### src/rtl/exe_stage_pipe.sv
// exe_stage_pipe: registered RV32/RV64 execute stage (ALU, branch/jump resolve, optional iterative multiply)
// Build option: define EXE_MUL_EN to build the iterative multiplier and its MUL/DONE states.
// Ports:
//   i_clk, i_rst_n           clock, asynchronous active-low reset
//   i_valid / o_ready        upstream handshake; i_flush kills accepted/in-flight work
//   i_alu_*_sel, i_funct3    ALU operand/op select, branch condition or multiply variant
//   i_branch_sel, i_jump_sel, i_jump_type_sel, i_mul_sel  control-flow and multiply select
//   i_rs1, i_rs2, i_immed, i_pc, i_rd                     operands, immediate, pc, destination
//   o_valid / i_ready        downstream handshake
//   o_result, o_pc_immed, o_jump_addr, o_branch_taken, o_rd  registered results
module exe_stage_pipe #(
    parameter int XLEN = 32,
    parameter int RD_W = 5
) (
    input  logic            i_clk,
    input  logic            i_rst_n,
    input  logic            i_valid,
    output logic            o_ready,
    input  logic            i_flush,
    input  logic            i_alu_input_sel,
    input  logic [2:0]      i_alu_op_sel,
    input  logic            i_alu_sub_sel,
    input  logic            i_alu_arith_sel,
    input  logic            i_branch_sel,
    input  logic            i_jump_sel,
    input  logic            i_jump_type_sel,
    input  logic            i_mul_sel,
    input  logic [2:0]      i_funct3,
    input  logic [XLEN-1:0] i_rs1,
    input  logic [XLEN-1:0] i_rs2,
    input  logic [XLEN-1:0] i_immed,
    input  logic [XLEN-1:0] i_pc,
    input  logic [RD_W-1:0] i_rd,
    output logic            o_valid,
    input  logic            i_ready,
    output logic [XLEN-1:0] o_result,
    output logic [XLEN-1:0] o_pc_immed,
    output logic [XLEN-1:0] o_jump_addr,
    output logic            o_branch_taken,
    output logic [RD_W-1:0] o_rd
);
    localparam int SHW = $clog2(XLEN);
    logic            w_accept, w_alu_load, w_done_load, w_cond;
    logic [XLEN-1:0] w_op2, w_alu, w_sra, w_pc_immed, w_tgt, w_mres;
    logic [SHW-1:0]  w_shamt;
    logic [RD_W-1:0] w_mrd;
    logic            r_valid, r_taken;
    logic [XLEN-1:0] r_result, r_pc_immed, r_jump_addr;
    logic [RD_W-1:0] r_rd;
    assign w_accept   = i_valid & o_ready & ~i_flush;
    assign w_op2      = i_alu_input_sel ? i_immed : i_rs2;
    assign w_shamt    = w_op2[SHW-1:0];
    assign w_sra      = $signed(i_rs1) >>> w_shamt;
    assign w_pc_immed = i_pc + i_immed;
    assign w_tgt      = (i_jump_type_sel ? i_rs1 + i_immed : w_pc_immed) & ~XLEN'(1);
    always_comb begin
        w_alu = '0;
        case (i_alu_op_sel)
            3'b000:  w_alu = i_alu_sub_sel ? i_rs1 - w_op2 : i_rs1 + w_op2;
            3'b001:  w_alu = i_rs1 << w_shamt;
            3'b010:  w_alu = {{(XLEN-1){1'b0}}, $signed(i_rs1) < $signed(w_op2)};
            3'b011:  w_alu = {{(XLEN-1){1'b0}}, i_rs1 < w_op2};
            3'b100:  w_alu = i_rs1 ^ w_op2;
            3'b101:  w_alu = i_alu_arith_sel ? w_sra : i_rs1 >> w_shamt;
            3'b110:  w_alu = i_rs1 | w_op2;
            default: w_alu = i_rs1 & w_op2;
        endcase
    end
    // Branch compares always use rs2, never the immediate
    always_comb begin
        w_cond = 1'b0;
        case (i_funct3)
            3'b000:  w_cond = i_rs1 == i_rs2;
            3'b001:  w_cond = i_rs1 != i_rs2;
            3'b100:  w_cond = $signed(i_rs1) < $signed(i_rs2);
            3'b101:  w_cond = $signed(i_rs1) >= $signed(i_rs2);
            3'b110:  w_cond = i_rs1 < i_rs2;
            3'b111:  w_cond = i_rs1 >= i_rs2;
            default: w_cond = 1'b0;
        endcase
    end
`ifdef EXE_MUL_EN
    localparam logic [1:0] S_IDLE = 2'd0, S_MUL = 2'd1, S_DONE = 2'd2;
    logic [1:0]        r_state;
    logic [2*XLEN-1:0] r_acc, r_mcand;
    logic [XLEN-1:0]   r_mplier;
    logic [SHW-1:0]    r_cnt;
    logic [2:0]        r_f3;
    logic              r_neg;
    logic [RD_W-1:0]   r_mrd;
    logic              w_a_neg, w_b_neg;
    logic [XLEN-1:0]   w_a_mag, w_b_mag;
    logic [2*XLEN-1:0] w_prod;
    // rs1 is signed for MUL/MULH/MULHSU, rs2 only for MUL/MULH
    assign w_a_neg     = (i_funct3[1:0] != 2'b11) & i_rs1[XLEN-1];
    assign w_b_neg     = ~i_funct3[1] & i_rs2[XLEN-1];
    assign w_a_mag     = w_a_neg ? -i_rs1 : i_rs1;
    assign w_b_mag     = w_b_neg ? -i_rs2 : i_rs2;
    assign w_prod      = r_neg ? -r_acc : r_acc;
    assign w_mres      = r_f3[2] ? '0 : (r_f3[1:0] == 2'b00 ? w_prod[XLEN-1:0] : w_prod[2*XLEN-1:XLEN]);
    assign w_mrd       = r_mrd;
    assign o_ready     = (r_state == S_IDLE) & (~r_valid | i_ready);
    assign w_alu_load  = w_accept & ~i_mul_sel;
    assign w_done_load = (r_state == S_DONE) & (~r_valid | i_ready) & ~i_flush;
    always_ff @(posedge i_clk or negedge i_rst_n) begin
        if (!i_rst_n) begin
            r_state  <= S_IDLE;
            r_acc    <= '0;
            r_mcand  <= '0;
            r_mplier <= '0;
            r_cnt    <= '0;
            r_f3     <= '0;
            r_neg    <= 1'b0;
            r_mrd    <= '0;
        end else if (i_flush) begin
            r_state <= S_IDLE;
        end else begin
            case (r_state)
                S_IDLE: if (w_accept & i_mul_sel) begin
                    r_state  <= S_MUL;
                    r_acc    <= '0;
                    r_mcand  <= {{XLEN{1'b0}}, w_a_mag};
                    r_mplier <= w_b_mag;
                    r_cnt    <= '0;
                    r_f3     <= i_funct3;
                    r_neg    <= w_a_neg ^ w_b_neg;
                    r_mrd    <= i_rd;
                end
                S_MUL: begin
                    r_acc    <= r_acc + (r_mplier[0] ? r_mcand : '0);
                    r_mcand  <= r_mcand << 1;
                    r_mplier <= r_mplier >> 1;
                    r_cnt    <= r_cnt + 1'b1;
                    r_state  <= (r_cnt == SHW'(XLEN - 1)) ? S_DONE : S_MUL;
                end
                S_DONE: r_state <= (~r_valid | i_ready) ? S_IDLE : S_DONE;
                default: r_state <= S_IDLE;
            endcase
        end
    end
`else
    logic w_unused;
    assign w_unused    = i_mul_sel;
    assign o_ready     = ~r_valid | i_ready;
    assign w_alu_load  = w_accept;
    assign w_done_load = 1'b0;
    assign w_mres      = '0;
    assign w_mrd       = '0;
`endif
    always_ff @(posedge i_clk or negedge i_rst_n) begin
        if (!i_rst_n) begin
            r_valid     <= 1'b0;
            r_taken     <= 1'b0;
            r_result    <= '0;
            r_pc_immed  <= '0;
            r_jump_addr <= '0;
            r_rd        <= '0;
        end else if (i_flush) begin
            r_valid <= 1'b0;
            r_taken <= 1'b0;
        end else if (w_alu_load) begin
            r_valid     <= 1'b1;
            r_taken     <= i_jump_sel | (i_branch_sel & w_cond);
            r_result    <= i_jump_sel ? i_pc + XLEN'(4) : w_alu;
            r_pc_immed  <= w_pc_immed;
            r_jump_addr <= w_tgt;
            r_rd        <= i_rd;
        end else if (w_done_load) begin
            r_valid     <= 1'b1;
            r_taken     <= 1'b0;
            r_result    <= w_mres;
            r_pc_immed  <= '0;
            r_jump_addr <= '0;
            r_rd        <= w_mrd;
        end else if (i_ready) begin
            // taken is dropped with valid so a consumed redirect is never seen twice
            r_valid <= 1'b0;
            r_taken <= 1'b0;
        end
    end
    assign o_valid        = r_valid;
    assign o_branch_taken = r_taken;
    assign o_result       = r_result;
    assign o_pc_immed     = r_pc_immed;
    assign o_jump_addr    = r_jump_addr;
    assign o_rd           = r_rd;
endmodule

### config.mk
export PLATFORM = sky130hd
export DESIGN_NAME = exe_stage_pipe
export DESIGN_NICKNAME = d
export VERILOG_FILES = /design/src/rtl/exe_stage_pipe.sv
export SDC_FILE = /design/constraint.sdc
export NUM_CORES = 1
export LEC_CHECK = 0
export BUFFER_PORTS_ARGS = -buffer_cell sky130_fd_sc_hd__buf_2
export CAP_MARGIN = 20
export CORE_ASPECT_RATIO = 1.5
export CORE_MARGIN = 5
export CORE_UTILIZATION = 50
export DETAILED_ROUTE_END_ITERATION = 10
export PLACE_DENSITY = 0.67
export RECOVER_POWER = 50
export SLEW_MARGIN = 15
export SYNTH_ARGS = -nofsm -noshare
export SYNTH_HDL_FRONTEND = slang
export SYNTH_SLANG_ARGS = --single-unit
### constraint.sdc
create_clock -name i_clk -period 3.8 [get_ports i_clk]
set_input_delay 0.19 -clock i_clk [delete_from_list [all_inputs] [get_ports i_clk]]
set_output_delay 0.19 -clock i_clk [all_outputs]
set_load 0.1 [all_outputs]
==> flow_summary.toml, run 1 <==
[outcome]
run_status = "finished with violations"
violations = "max-capacitance violations, max-slew violations"

[setup_path]
critical_path_cell_list = "buf_2 > buf_12 > mux2i_4 > buf_4 > buf_4 > buf_4 > nor2_1 > a21oi_1 > buf_4 > mux2i_1 > a221oi_1 > buf_4 > nor3_1 > a221o_1"
critical_path_required_ns = 4.08
cp_common_cell = "sky130_fd_sc_hd__buf_4"
path_max_fanout = 59
critical_path_endpoint_category = "flip-flop"
start_kind = "input port"
slowest_stage = "sky130_fd_sc_hd__a221oi_1"
worst_ep_arrival_time_ns = 3.87
worst_path_largest_cell_delay_ns = 0.74
timing_worst_setup_path_type = "in2reg"

[pwr]
cellLeakagePower_nw = 9.82
ir_drop_v = 0.000382
power-per-cell-area_mw_per_mm2 = 372

[yosys]
most_frequent_cell_after_synthesis = "sky130_fd_sc_hd__nand2_1"
post_synth_top_area_cell = "sky130_fd_sc_hd__dfrtp_1"
ff_latch_count_synth = 102
synth_async_sr_flop_share_pct = 100
mean_post_synth_cell_area_um2 = 7.29
netlist_area_mm2 = 0.0179
ys_top_cells_by_count = "303 x sky130_fd_sc_hd__nand2_1, 211 x sky130_fd_sc_hd__nor2_1, 199 x sky130_fd_sc_hd__a21oi_1"
register_area_share_after_synthesis_pct = 14.2
yosys.area.top_type_share_pct = 14.2
synth_top_cells_by_area = "sky130_fd_sc_hd__dfrtp_1 14%, sky130_fd_sc_hd__ha_1 13%, sky130_fd_sc_hd__mux2i_1 7.0%"
postSynthNetCount = 2809
synthCells = 2461
yosysWarningCount = 0
synthDistinctLibCells = 99
synth-main-ff-cell = "sky130_fd_sc_hd__dfrtp_1"
post_synth_edffs = 0

[detailed_routing]
drt-initial-drc-count = 2126
dr.pass1.iters = 6
drc = 0
final_antenna_net_count = 0
drt_wl_total_mm = 84.1
drt-vias-per-instance = 6.48
route.detailed.wl_per_inst_um = 26.1
via_count = 20900

[worst_hold_path]
min-delay-path-class = "in2reg"

[timing]
drv_slew = 43
finalSetupViolations = 0
max_freq_mhz = 279
worst_clock_skew_ns = 0.0198
layout_setup_ws_ns = 0.211
pin_slew_with_the_least_headroom_to_its_limit_ns = 2.44
hold_slack_ns = 0.0139
setup_repair_after_global_routing_missed_its_margin = "no"
min_period_over_period_pct = 94.5
timing.final.hold_violations = 0
maxSlewHeadroom_pct = -62.8
timing.final.crit_period_ns = 3.59

[floorplan]
rows = 85
die-height_um = 242
chipWidth_um = 165
coreArea_mm2 = 0.0357
design.portCount = 255
fp.dieArea_mm2 = 0.0398
start_util_pct = 50.2

[grt]
antenna_found_initial = 3
grt_start_max_net_pins = 60
groute.usage.overall_pct = 40.6
first_global_vias = 20000
grt_remaining_overflow = 0
grt_pass1_wl_mm = 124

[placement]
place.detailed.instances = 3201
gp_congestion = 1.09
port_buffers = 252
hpwlAfterDp_mm = 67.6
dpl-instance-area_mm2 = 0.0204
pre_cts_ws_ns = 0.0237

[layout]
area_growth_pct = 15.2
layout.cell_area.non_filler_mm2 = 0.0207
num-nets-final = 3087
post-route-util_pct = 57.8
fill_cells = 3575
drive_gt1_share_pct = 15.5
final_cells = 3225

[clock_tree]
clock_path_buffers = 2
total_clock_buffers_created_by_cts = 9
cts.hold.buffers_added = 5
cts_tree = "done"
htreeDepth = 3
clock_sinks = 102
clock_latency_ns = 0.39
clock_tree.root_cell = "sky130_fd_sc_hd__clkbuf_16"
cts_post_setup_buffers_inserted = 0
clk_pin_slew_ns = 0.09
post_cts.resized_instances = 0

[flow_run]
max_cap_violations = 1
==> area by class of cell <==
type / count / area (um^2) / share of cell area, %
sequential: 102 / 2550 / 12.4
clock buffer: 9 / 225 / 1.09
antenna: 3 / 7.51 / 0.0363
multi-input combinational: 2060 / 14200 / 68.7
timing repair buffer: 418 / 2450 / 11.9
clock inverter: 7 / 66.3 / 0.321
inverter: 148 / 558 / 2.70
tap: 478 / 598 / 2.90
==> final timing paths <==
path	start	cells past startpoint	to	slack, ns
worst max-delay path	i_alu_input_sel	14	o_result[30]	0.21
worst min-delay path	i_rd[4]	3	o_rd[4]	0.01
worst max register to register	o_valid	9	o_result[15]	1.50
worst min register to register	o_pc_immed[27]	2	o_pc_immed[27]	0.48
max in group asynchronous	i_rst_n	3	o_jump_addr[30]	0.78
min in group asynchronous	i_rst_n	2	o_jump_addr[15]	1.09
==> power by group <==
part           leakage [nW]  switching, W  internal [W]
clock                 0.141      0.000520      0.000461
sequential             1.25      0.000148       0.00131
combinational          8.43       0.00386       0.00138
==> cell families (layout without fill, tap and decap cells) <==
kind of cell | Yosys count | count (layout) | share of synthesized area [%]
other cells | 1 | 4 | 0.0209
mux | 147 | 147 | 9.30
xor+xnor | 108 | 108 | 5.27
fa+ha+maj | 197 | 197 | 13.9
compound gates | 826 | 826 | 30.8
flops | 102 | 102 | 14.2
buf+inv | 299 | 582 | 6.78
simple gates | 781 | 781 | 19.6
==> cell usage in the layout, fill, tap and decap left out, types with 9 or more instances in the layout <==
| master | n |
|---|---|
| sky130_fd_sc_hd__xnor2_1 | 78 |
| sky130_fd_sc_hd__a22oi_1 | 16 |
| sky130_fd_sc_hd__a221oi_1 | 17 |
| sky130_fd_sc_hd__a31oi_1 | 13 |
| sky130_fd_sc_hd__mux2i_1 | 124 |
| sky130_fd_sc_hd__clkbuf_16 | 9 |
| sky130_fd_sc_hd__mux4_2 | 13 |
| sky130_fd_sc_hd__nor3_1 | 43 |
| sky130_fd_sc_hd__nor2b_1 | 17 |
| sky130_fd_sc_hd__clkbuf_1 | 71 |
| sky130_fd_sc_hd__nand2b_1 | 47 |
| sky130_fd_sc_hd__nor4_1 | 10 |
| sky130_fd_sc_hd__o21ai_1 | 36 |
| sky130_fd_sc_hd__o211ai_1 | 32 |
| sky130_fd_sc_hd__o21a_1 | 54 |
| sky130_fd_sc_hd__nand4_1 | 22 |
| sky130_fd_sc_hd__a311oi_1 | 13 |
| sky130_fd_sc_hd__a21oi_1 | 199 |
| sky130_fd_sc_hd__a21o_1 | 54 |
| sky130_fd_sc_hd__o31ai_1 | 16 |
| sky130_fd_sc_hd__o221ai_1 | 9 |
| sky130_fd_sc_hd__or3_1 | 14 |
| sky130_fd_sc_hd__buf_2 | 181 |
| sky130_fd_sc_hd__nand2_1 | 303 |
| sky130_fd_sc_hd__inv_1 | 144 |
| sky130_fd_sc_hd__and3_1 | 19 |
| sky130_fd_sc_hd__ha_1 | 192 |
| sky130_fd_sc_hd__a211oi_1 | 40 |
| sky130_fd_sc_hd__o21bai_1 | 27 |
| sky130_fd_sc_hd__nor2_1 | 209 |
| sky130_fd_sc_hd__a22o_1 | 30 |
| sky130_fd_sc_hd__o21ai_0 | 157 |
| sky130_fd_sc_hd__nand3_1 | 58 |
| sky130_fd_sc_hd__buf_4 | 157 |
| sky130_fd_sc_hd__xor2_1 | 30 |
| sky130_fd_sc_hd__dfrtp_1 | 102 |
| sky130_fd_sc_hd__and2_1 | 9 |
==> metal layers <==
| metal | wire length [um] | GRT usage (%) | up-vias |
|---|---|---|---|
| li1 | - | - | 9474 |
| met1 | 31100 | 48.9 | 9870 |
| met2 | 38600 | 66.1 | 1223 |
| met3 | 7050 | 6.09 | 336 |
| met4 | 7290 | 27.2 | 0 |
| met5 | 0 | 0 | - |
==> worst max-delay path, delay by kind of cell <==
kind	cells	cell delay (ns)
compound gates	3	1.26
buf+inv	7	1.84
mux	2	0.38
simple gates	2	0.14
==> stage by stage <==
stage          power (W)  setup TNS (ns)
2_1_floorplan    0.00521         -0.0412
3_3_place_gp     0.00662               0
3_5_place_dp     0.00666               0
4_1_cts          0.00766               0
5_1_grt          0.00803               0
6_report         0.00769               0
==> sequential cells by signal, indices dropped and copies added, names as in the netlist <==
register	count
o_pc_immed	32
o_result	32
o_jump_addr	31
o_rd	5
o_branch_taken	1
o_valid	1
Power figures use the tool's default switching activity.
==> run 2: changes to the inputs <==
--- a/config.mk
+++ b/config.mk
@@ -7,7 +7,7 @@
 export LEC_CHECK = 0
 export BUFFER_PORTS_ARGS = -buffer_cell sky130_fd_sc_hd__buf_2
 export CAP_MARGIN = 20
-export CORE_ASPECT_RATIO = 1.5
+export CORE_ASPECT_RATIO = 0.75
 export CORE_MARGIN = 5
 export CORE_UTILIZATION = 50
 export DETAILED_ROUTE_END_ITERATION = 10
==> run 2 against run 1 <==
Final cell count decreased by 1.4%. Sequential cell count unchanged. Sequential power about the same. Worst hold slack improved by 0.015 ns. Critical endpoint is now o_result[20]. Non-clock buffer count decreased by 29. Critical path depth unchanged. Clock skew decreased by 0.0064 ns. Wire length decreased by 2.2%. The flow still finishes with violations (max-capacitance violations, max-slew violations). Design area decreased by 1.1%.
==> flow_summary.toml, run 2 (synthesis gave the netlist of run 1 again) <==
[floorplan]
die-height_um = 174
coreArea_mm2 = 0.0357
rows = 60
start_util_pct = 50.3
design.portCount = 255
fp.dieArea_mm2 = 0.0398
chipWidth_um = 229

[detailed_routing]
drt-initial-drc-count = 2708
route.detailed.wl_per_inst_um = 25.9
met2_wirelength_mm = 35.8
via_count = 21000
drc = 0
drt_wl_total_mm = 82.2
detailroute.wirelength.met3_mm = 9.93
wl_met1_mm = 33.5
topRoutingLayerUsed = "met5"
final_antenna_net_count = 0
drt-vias-per-instance = 6.60
dr.pass1.iters = 6

[setup_path]
rr_worst_depth = 8
path_max_fanout = 6
reg2reg_from = "o_valid"
critical_path_endpoint_category = "flip-flop"
critical_path_required_ns = 4.06
r2r_end = "o_result[22]"
timing_worst_setup_path_type = "in2reg"
regToRegSetupSlack_ns = 1.19
critical_path.startpoint = "i_alu_input_sel"
worst_ep_arrival_time_ns = 3.86
start_kind = "input port"

[clock_tree]
clock_latency_ns = 0.39
total_clock_buffers_created_by_cts = 9
clock_tree.root_cell = "sky130_fd_sc_hd__clkbuf_16"
cts_post_setup_buffers_inserted = 0
clk_pin_slew_ns = 0.08
clock_sinks = 102
htreeDepth = 3
clock_path_buffers = 2
cts_tree = "done"

[timing]
worst_clock_skew_ns = 0.0134
timing.final.crit_period_ns = 3.61
finalSetupViolations = 0
pin_slew_with_the_least_headroom_to_its_limit_ns = 2.49
timing.final.hold_violations = 0
min_period_over_period_pct = 94.9
drv_slew = 38
max_freq_mhz = 277
hold_slack_ns = 0.0291
setup_total_negative_slack_ns = 0
maxSlewHeadroom_pct = -66.0
setup_repair_after_global_routing_missed_its_margin = "no"

[outcome]
violations = "max-capacitance violations, max-slew violations"
run_status = "finished with violations"

[pwr]
power-per-cell-area_mw_per_mm2 = 374
ir_drop_v = 0.000518
totalPowerFinal_w = 0.00764
cellLeakagePower_nw = 9.64

[grt]
grt_start_max_net_pins = 104
groute.usage.overall_pct = 39.3
grt_remaining_overflow = 0
first_global_vias = 19800
antenna_found_initial = 2
grt_pass1_wl_mm = 123

[placement]
dpl-instance-area_mm2 = 0.0202
hpwlAfterDp_mm = 65.4
port_buffers = 252
gp_congestion = 1.08
place.detailed.instances = 3159

[layout]
fill_cells = 3536
layout.cell_area.non_filler_mm2 = 0.0204
drive_gt1_share_pct = 13.9
final_cells = 3180
num-nets-final = 3058
layout.cells.most_common = "sky130_fd_sc_hd__nand2_1"
area_growth_pct = 13.9
diodes = 0
layout.cells.most_common_list = "303 x sky130_fd_sc_hd__nand2_1, 209 x sky130_fd_sc_hd__nor2_1, 199 x sky130_fd_sc_hd__a21oi_1"

[worst_hold_path]
beginning_of_the_worst_hold_path = "i_rd[0]"
min-delay-path-class = "in2reg"
worst_hold_path.endpoint = "o_rd[0]"
min_path_cells = 3

[flow_run]
max_cap_violations = 1
-- run 2: cell types whose count changed in the layout (fill, tap and decap cells not counted), sizes merged --
cell    before  now
diode        3    0
clkbuf      82   99
buf        340  294
-- run 2: cell type report --
type                            count  area (um^2)  share of cell area (%)
Tap cell                          465          582                    2.85
Timing Repair Buffer              389         2250                    11.0
Inverter                          148          558                    2.73
Clock inverter                      7         57.6                   0.282
Sequential cell                   102         2550                    12.5
Clock buffer                        9          225                    1.10
Multi-Input combinational cell   2060        14200                    69.5
-- run 2: power by group --
group / internal, W / total (W) / switching, W
sequential: 0.00131 / 0.00146 / 0.000151
combinational: 0.00133 / 0.00518 / 0.00385
clock: 0.000458 / 0.00100 / 0.000542
-- run 2: what timing repair did --
action | CTS | global route
setup endpoints to repair | 0 | 0
endpoints found under the hold margin | 39 | 0
gates resized for setup | 0 | 0
hold buffers | 5 | 0
-- run 2: layer usage --
metal | global-route usage [%] | vias to the layer above
met5 | 0 | -
met3 | 11.1 | 185
li1 | - | 9431
met1 | 52.7 | 9997
met2 | 61.5 | 1380
met4 | 12.4 | 2
-- run 2: worst max path at each step --
stage | endpoint | slack, ns | cells after the start
finish | o_result[20] | 0.19 | 14
global route | o_result[20] | 0.15 | 14
CTS | o_result[20] | 0.31 | 14
detailed placement | o_result[20] | -0.08 | 14
global placement | o_result[20] | 0.06 | 14
floorplan | o_result[26] | -0.04 | 16
-- run 2: per-stage QoR --
step / setup slack [ns] / utilization [%]
6_report: 0.193 / 57.3
5_1_grt: 0.152 / 57.3
4_1_cts: 0.310 / 57.6
3_5_place_dp: -0.0837 / 56.7
3_3_place_gp: 0.0640 / 56.7
2_1_floorplan: -0.0412 / -
-- run 2: worst max-delay path, stage by stage --
cell,delay (ns)
sky130_fd_sc_hd__buf_2,0.15
sky130_fd_sc_hd__buf_4,0.19
sky130_fd_sc_hd__mux2i_4,0.40
sky130_fd_sc_hd__inv_2,0.12
sky130_fd_sc_hd__fa_1,0.42
sky130_fd_sc_hd__a21o_1,0.21
sky130_fd_sc_hd__a221o_1,0.39
sky130_fd_sc_hd__o311a_4,0.43
sky130_fd_sc_hd__o211ai_1,0.27
sky130_fd_sc_hd__a22o_1,0.19
sky130_fd_sc_hd__xnor2_1,0.07
sky130_fd_sc_hd__a2111oi_0,0.54
sky130_fd_sc_hd__buf_4,0.21
sky130_fd_sc_hd__o21ai_1,0.07
